<file path="config.mk">
export PLATFORM = sky130hd
export DESIGN_NAME = sdram_arbiter
export DESIGN_NICKNAME = d
export VERILOG_FILES = /design/src/rtl/sdram_arbiter.sv
export SDC_FILE = /design/constraint.sdc
export NUM_CORES = 1
export LEC_CHECK = 0
export ABC_AREA = 1
export ABC_CLOCK_PERIOD_IN_PS = 2700
export BUFFER_PORTS_ARGS = -buffer_cell sky130_fd_sc_hd__buf_2
export CAP_MARGIN = 40
export CORE_AREA = 4 4 154 156
export CTS_CLUSTER_SIZE = 8
export DETAILED_ROUTE_END_ITERATION = 16
export DIE_AREA = 0 0 158 160
export PLACE_DENSITY = 0.74
export SLEW_MARGIN = 0
export SYNTH_ARGS = -nofsm -noshare
export SYNTH_HDL_FRONTEND = slang
export SYNTH_SLANG_ARGS = --single-unit
</file>
<file path="constraint.sdc">
create_clock -name clk_96 -period 2.7 [get_ports clk_96]
set_input_delay 0 -clock clk_96 [delete_from_list [all_inputs] [get_ports clk_96]]
set_output_delay 0 -clock clk_96 [all_outputs]
set_load 0.005 [all_outputs]
</file>
<file path="src/rtl/sdram_arbiter.sv">
// Grants the shared SDRAM slot to video, CPU, blitter or DMA once per 8 MHz strobe.
// Video has fixed priority; the other three rotate. Refresh slots are forced periodically.
module sdram_arbiter #(
  parameter int REFRESH_MAX = 8
) (
  input  logic        clk_96,
  input  logic        init_n,
  input  logic        clk_8_en,
  input  logic        vid_req,
  input  logic [23:0] vid_addr,
  output logic        vid_ack,
  output logic [63:0] vid_data,
  input  logic        cpu_req,
  input  logic        cpu_we,
  input  logic [23:0] cpu_addr,
  input  logic [1:0]  cpu_ds,
  input  logic [15:0] cpu_din,
  output logic        cpu_ack,
  output logic [15:0] cpu_dout,
  input  logic        blt_req,
  input  logic        blt_we,
  input  logic [23:0] blt_addr,
  input  logic [1:0]  blt_ds,
  input  logic [15:0] blt_din,
  output logic        blt_ack,
  output logic [15:0] blt_dout,
  input  logic        dma_req,
  input  logic        dma_we,
  input  logic [23:0] dma_addr,
  input  logic [15:0] dma_din,
  output logic        dma_ack,
  output logic [15:0] dma_dout,
  output logic        ram_oe,
  output logic        ram_we,
  output logic [23:0] ram_addr,
  output logic [1:0]  ram_ds,
  output logic [15:0] ram_din,
  input  logic [15:0] ram_dout,
  input  logic [63:0] ram_dout64,
  output logic [2:0]  slot_owner,
  output logic        refresh_forced
);

  // state    | meaning
  // OWN_IDLE | no access this slot (nothing pending, or forced refresh)
  // OWN_VID  | video 64-bit burst read in progress
  // OWN_CPU  | CPU access in progress
  // OWN_BLT  | blitter access in progress
  // OWN_DMA  | DMA access in progress
  typedef enum logic [2:0] {
    OWN_IDLE = 3'd0,
    OWN_VID  = 3'd1,
    OWN_CPU  = 3'd2,
    OWN_BLT  = 3'd3,
    OWN_DMA  = 3'd4
  } owner_t;

  owner_t      owner;
  owner_t      rr_win;
  owner_t      win;
  logic [1:0]  rr_ptr;
  logic [1:0]  rr_next;
  logic [3:0]  busy_cnt;
  logic [2:0]  rr_elig;
  logic        forced;
  logic [23:0] nxt_addr;
  logic [1:0]  nxt_ds;
  logic [15:0] nxt_din;
  logic        nxt_we;

  assign slot_owner = owner;

  function automatic logic [1:0] rr_idx(input logic [1:0] base, input int k);
    int s;
    s = int'(base) + k;
    return 2'(s % 3);
  endfunction

  // The port finishing now must not win the very next slot on its still-high req.
  // Video is exempt: it streams, so a held vid_req means "keep fetching".
  assign rr_elig = {dma_req && owner != OWN_DMA,
                    blt_req && owner != OWN_BLT,
                    cpu_req && owner != OWN_CPU};

  assign forced = (busy_cnt == 4'(REFRESH_MAX));

  always_comb begin
    rr_win  = OWN_IDLE;
    rr_next = rr_ptr;
    for (int k = 0; k < 3; k++) begin
      if (rr_win == OWN_IDLE && rr_elig[rr_idx(rr_ptr, k)]) begin
        rr_win  = owner_t'(3'(rr_idx(rr_ptr, k)) + 3'd2);
        rr_next = rr_idx(rr_ptr, k + 1);
      end
    end
  end

  always_comb begin
    if (forced)       win = OWN_IDLE;
    else if (vid_req) win = OWN_VID;
    else              win = rr_win;
  end

  always_comb begin
    nxt_addr = ram_addr;
    nxt_ds   = ram_ds;
    nxt_din  = ram_din;
    nxt_we   = 1'b0;
    case (win)
      OWN_VID: begin nxt_addr = vid_addr; nxt_ds = 2'b11;  nxt_din = 16'h0;   nxt_we = 1'b0;   end
      OWN_CPU: begin nxt_addr = cpu_addr; nxt_ds = cpu_ds; nxt_din = cpu_din; nxt_we = cpu_we; end
      OWN_BLT: begin nxt_addr = blt_addr; nxt_ds = blt_ds; nxt_din = blt_din; nxt_we = blt_we; end
      OWN_DMA: begin nxt_addr = dma_addr; nxt_ds = 2'b11;  nxt_din = dma_din; nxt_we = dma_we; end
      default: ;
    endcase
  end

  always_ff @(posedge clk_96 or negedge init_n) begin
    if (!init_n) begin
      owner          <= OWN_IDLE;
      rr_ptr         <= 2'd0;
      busy_cnt       <= 4'd0;
      refresh_forced <= 1'b0;
      ram_oe         <= 1'b0;
      ram_we         <= 1'b0;
      ram_addr       <= 24'h0;
      ram_ds         <= 2'b00;
      ram_din        <= 16'h0;
      vid_ack        <= 1'b0;
      cpu_ack        <= 1'b0;
      blt_ack        <= 1'b0;
      dma_ack        <= 1'b0;
      vid_data       <= 64'h0;
      cpu_dout       <= 16'h0;
      blt_dout       <= 16'h0;
      dma_dout       <= 16'h0;
    end else begin
      vid_ack <= 1'b0;
      cpu_ack <= 1'b0;
      blt_ack <= 1'b0;
      dma_ack <= 1'b0;
      if (clk_8_en) begin
        vid_ack <= (owner == OWN_VID);
        cpu_ack <= (owner == OWN_CPU);
        blt_ack <= (owner == OWN_BLT);
        dma_ack <= (owner == OWN_DMA);
        if (ram_oe) begin
          case (owner)
            OWN_VID: vid_data <= ram_dout64;
            OWN_CPU: cpu_dout <= ram_dout;
            OWN_BLT: blt_dout <= ram_dout;
            OWN_DMA: dma_dout <= ram_dout;
            default: ;
          endcase
        end
        owner          <= win;
        refresh_forced <= forced;
        if (win != OWN_IDLE) begin
          ram_addr <= nxt_addr;
          ram_ds   <= nxt_ds;
          ram_din  <= nxt_din;
          ram_we   <= nxt_we;
          ram_oe   <= !nxt_we;
          if (!forced) busy_cnt <= busy_cnt + 4'd1;
        end else begin
          ram_oe   <= 1'b0;
          ram_we   <= 1'b0;
          busy_cnt <= 4'd0;
        end
        if (!forced && !vid_req && rr_win != OWN_IDLE) rr_ptr <= rr_next;
      end
    end
  end

endmodule

</file>
# --- After elaboration in Yosys (flattened, before gate mapping) ---
# Index checks and enable logic that the tools add are counted.
word_totals:
  reg_bits: 170
  in_bits: 238
  out_inout_bits: 164
  word_cells: 96
op_classes:
  addsub: 7
  n_div: 4
  magnitude_cmp: 3
  n_eq_ne: 13
  mux: 26
  reduce_logical: 26
op_table:
  columns: ["operator", "n"]
  rows:
  - ["$mod A32 B3 Y32 const B", 3]
  - ["$pmux W24 S4", 1]
  - ["$pmux W16 S4", 1]
  - ["$mod A3 B3 Y32 const B", 1]
  - ["$reduce_and A3 Y1", 7]
  - ["$add A2 B2 Y3 const B", 5]
  - ["$mux W3", 5]
  - ["$eq A3 B2 Y1 const B", 4]
  - ["$reduce_bool A3 Y1", 4]
  - ["$lt A2 B3 Y1 const B", 3]
  - ["$mux W1", 9]
  - ["$mux W4", 2]
  - ["$logic_and A1 B1 Y1", 7]
  - ["$bmux W1 S2", 3]
  - ["$eq A3 B1 Y1 const B", 2]
  - ["$eq A3 B3 Y1 const B", 2]
  - ["$logic_not A3 Y1", 2]
  - ["$mux W2", 3]
  - ["$ne A3 B2 Y1 const B", 2]
  - ["$pmux W2 S3", 1]
  - ["$add A4 B1 Y4 const B", 1]
  - ["$eq A4 B4 Y1 const B", 1]
  - ["$reduce_bool A4 Y1", 1]
  - ["$add A2 B1 Y3 const B", 1]
  - ["other kinds (6)", 8]

# --- Depth between registers and ports, before layout ---
depth:
  word_depth: 17
  depth_mapped: 16

# --- Least setup slack after synthesis ---
# Ideal clock, no wire load.
synth_path:
  path_type: "register to register"
  startpoint: "register rr_ptr[0]"
  endpoint: "register ram_addr[0]"
  setup_ns: 0.120
  t_arrival_ns: 2.064
  slack_ns: 0.516
  stages_incl_launch_ff: 16
  path_buffers: 2
  path_cell_list: "dfrtp_1 -> inv_1 -> ha_1 -> inv_1 -> nand3_1 -> nand3_1 -> nand2_1 -> nand4_1 -> nand4_4 -> nand2_4 -> nand2_2 -> nand2_4 -> buf_6 -> buf_6 -> nand2_1 -> nand2_1"
synth_via:
  elab_chain_len: 15
  elab_cells_between_ends: 31
  cone_classes: "add/sub (5); div (3); eq/ne (4); mux (12); reduce/logical (7)"
synth_rtl:
  columns: ["item", "line", "text"]
  rows:
  - ["start, declared", "61", "logic [1:0] rr_ptr;"]
  - ["start signal, assigned", "170", "if (!forced && !vid_req && rr_win != OWN_IDLE) rr_ptr <= rr_next;"]
  - ["branches (longest 9 deep; another with $mod A32 B3 Y32)", null, null]
  - ["$mux W3 (*)", "91", "if (rr_win == OWN_IDLE && rr_elig[rr_idx(rr_ptr, k)]) begin"]
  - ["$mux W3 (*)", "100", "else if (vid_req) win = OWN_VID;"]
  - ["$mux W3 (*)", "99", "if (forced) win = OWN_IDLE;"]
  - ["$eq A3 B3 Y1, or another cell as far along", "109", "case (win)"]
  - ["$reduce_bool A4 Y1 (no source line)", null, null]
  - ["$reduce_and A3 Y1 (no source line)", null, null]
  - ["end signal, assigned", "159", "ram_addr <= nxt_addr;"]
  - ["end, declared", "35", "output logic [23:0] ram_addr,"]
# Mark *: on every way between the ends. The select of a mux whose other input is x is not followed.
# A chain may end at the register's enable or synchronous reset.

# --- Final worst setup path ---
layout_path:
  startpoint: "register rr_ptr[0]"
  endpoint: "register ram_addr[7]"
# The elaborated chain is that of the path after synthesis.

==> metrics.md <==
| Metric | Value |
|---|---|
| Status | `finished clean` |
| Die Footprint | `25280 um2` |
| Worst EP required | `approximately 3000 ps` |
| Rows | `between 50 and 60` |
| CP Class | `reg -> reg` |
| DPL Wire Length | `20050 um` |
| Yosys reg bits | `170` |
| Power per cell area | `979.6 nW/um2` |
| Post-synth EDFFs | `0` |
| WL/cell | `19.35 um` |
| Bufs on Longest Clock Path | `2` |
| Drt pass-1 iters | `6` |
| Synth warnings | `0` |
| Clock Latency Late Sink | `430 ps` |
| Nets@finish | `1757` |
| Commonest non-fill, non-tap cells in the layout | `buf_2 (400), nand2_1 (264), dlygate4sd3_1 (231), dfrtp_1 (170), nand3_1 (112)` |
| Post-Syn Area | `approximately 8000 um2` |
| H-tree depth | `4` |
| Global route overflow | `0` |
| Commonest non-fill, non-tap cell in the layout | `buf_2` |
| Initial antenna violation count | `6` |
| CTS Root Cell | `clkbuf_16` |
| Worst setup SP type | `register` |
| Syn Inst Count | `891` |
| Seq/Total Area, Yosys | `0.5308` |
| IO buf count | `401` |
| Initial DRC Count | `1119` |
| Post-route ant nets | `0` |
| Share of cells above drive strength 1 | `0.3552` |
| Total wire length | `35130 um` |
| Syn Area/Cell | `between 8 and 9 um2` |
| CP endpoint kind | `register` |
| Worst Skew | `17.45 ps` |
| Setup bufs post-CTS | `0` |
| CTS tree | `built` |
| Clock Sinks | `170` |
| Unrepaired setup endpoints after global routing | `true` |
| DP Worst Slack | `105.8 ps` |
| Upper clock frequency limit | `396.7 MHz` |
| DIE WIDTH | `158 um` |
| Peak fanout along the critical path | `23` |
| Starting Density | `0.3584` |
| Vias | `9614` |
| Most used DFF post-synth | `dfrtp_1` |
| WHS | `12.34 ps` |
| Tot Pwr | `13.15 mW` |
| Final Setup Violations | `0` |
| Cell variety after synth | `29` |
| FFs w/ async S/R, synth | `1.000` |
| Fin. Hold Viols | `0` |
| Pin count of the biggest net entering global routing | `76` |
| Final Max Tran Viols | `0` |
| Area Growth Syn to Fin | `67.50%` |
| VDD IR max | `a little under 0.0006 V` |
| Clock-pin slew on the worst setup and hold paths | `~80 ps` |
| Syn Nets | `roughly 1100` |
| Arrival @ worst endpoint | `2830 ps` |
| GRT Util Overall | `0.2705` |
| DRC | `0` |
| I/O pins | `402` |
| Die Ht | `roughly 160 um` |
| Max_slew headroom | `0.5231` |
| GPL Wtd Cong | `0.9136` |
| Max Cap Violations | `0` |
| Fin crit period | `around 2500 ps` |
| Vias in the first global route | `approximately 9900` |
| Core Util, Final | `0.6003` |
| Leakage | `around 7 nW` |
| Final worst-path cycle share | `0.9337` |
| Worst-Margin Slew | `715.3 ps` |
| Tightest Hold Check Type | `in -> reg` |
| Core ar. | `22370 um2` |
| Final worst slack | `179.1 ps` |
| Total clock buffers created by CTS | `17` |
| Global-route wire length before repair | `53400 um` |
| Area of placed instances | `10440 um2` |
| Final Instance Area | `about 13000 um2` |
| Vias/cell | `5.294` |
-- area by class of cell --
cell class                      instances  area (um2)
Clock inverter                         15       182.7
Sequential cell                       170        4254
Inverter                               37       143.9
Timing Repair Buffer                  656        4667
Tap cell                              285       356.6
Antenna cell                            5       12.51
Fill cell                            1717        8940
Clock buffer                           17       425.4
Multi-Input combinational cell        631        3383
-- stage by stage --
step / TNS, ps / cells
finish: 0 / 1816
detailed placement: 0 / 1547
floorplan: 0 / 891
CTS: 0 / 1810
global placement: 0 / 1545
global route: -23.90 / 1814
-- report_power, final --
group	switching, mW	internal, mW	total (mW)
clock network	1.21	1.25	2.47
logic	3.48	2.78	6.26
registers	0.717	3.70	4.42
total	5.41	7.74	13.2
-- sequential cells by signal, summed over array words and instances (netlist names) --
register and flops:
vid_data 64, busy_cnt 4, blt_dout 16, blt_ack 1, ram_ds 2, cpu_dout 16, vid_ack 1, ram_we 1
refresh_forced 1, rr_ptr 2, slot_owner 3, ram_addr 24, dma_dout 16, dma_ack 1, ram_oe 1, cpu_ack 1
ram_din 16
-- layer usage --
metal / vias to the layer above / part of all wire / GRT usage
li1: 4190 / - / -
met1: 4399 / 0.34 / 0.2998
met2: 758 / 0.47 / 0.4340
met3: 265 / 0.12 / 0.1041
met4: 2 / 0.072 / 0.1687
met5: - / 0.00037 / 0
-- cells in the mapped netlist (2+ instances only) --
master | number | area share
a21oi_1 | 2 | 0.0012
a31oi_1 | 2 | 0.0016
buf_2 | 22 | 0.014
buf_4 | 3 | 0.0028
buf_6 | 4 | 0.0056
clkbuf_1 | 24 | 0.011
dfrtp_1 | 170 | 0.53
ha_1 | 6 | 0.0094
inv_1 | 34 | 0.016
inv_2 | 3 | 0.0014
mux2_2 | 64 | 0.090
nand2_1 | 266 | 0.12
nand2_2 | 3 | 0.0023
nand2_4 | 2 | 0.0028
nand3_1 | 113 | 0.071
nand3_2 | 3 | 0.0037
nand3b_1 | 11 | 0.010
nand4_1 | 19 | 0.015
nor2_1 | 60 | 0.028
o21a_1 | 16 | 0.015
o21ai_0 | 41 | 0.026
o21ai_1 | 16 | 0.010
-- what timing repair did --
action                     4_1_cts  5_1_grt
hold endpoints to repair       233        0
hold buffers                   231        0
gates resized for setup          0        8
setup endpoints to repair        0       44
-- final timing paths --
check / startpoint / to / slack, ps / cells past startpoint
worst min-delay path: vid_req / slot_owner[1] / 10 / 4
max in group asynchronous: init_n / busy_cnt[1] / 1790 / 3
worst max-delay path: rr_ptr[0] / ram_addr[7] / 180 / 14
min in group asynchronous: init_n / dma_dout[12] / 150 / 2
worst max register to register: rr_ptr[0] / ram_addr[7] / 180 / 14
worst min register to register: ram_addr[1] / ram_addr[1] / 480 / 2
-- logic make-up after synthesis --
logic type                 Yosys count  synth area share
and+or+nand+nor                    480            0.2615
DFF                                170            0.5308
buffers and inverters               90           0.05073
AOI/OAI and AO/OA                   78           0.05433
muxes                               65           0.09116
adders and majority gates            6          0.009366
xor gates and xnor gates             2          0.002186
-- worst max-delay path, cell delays in order, from the launching register on --
cell and delay [ps]:
dfrtp_1 410, inv_1 80, ha_2 390, inv_1 90, nand3_1 90, nand3_1 100
nand2_2 150, nand4_1 160, nand3_2 170, clkinv_4 150, buf_12 190, nand3_1 110
nand2_1 100, o21ai_1 150, nand2_1 70
Note: power is estimated with default switching activity, not from simulation.
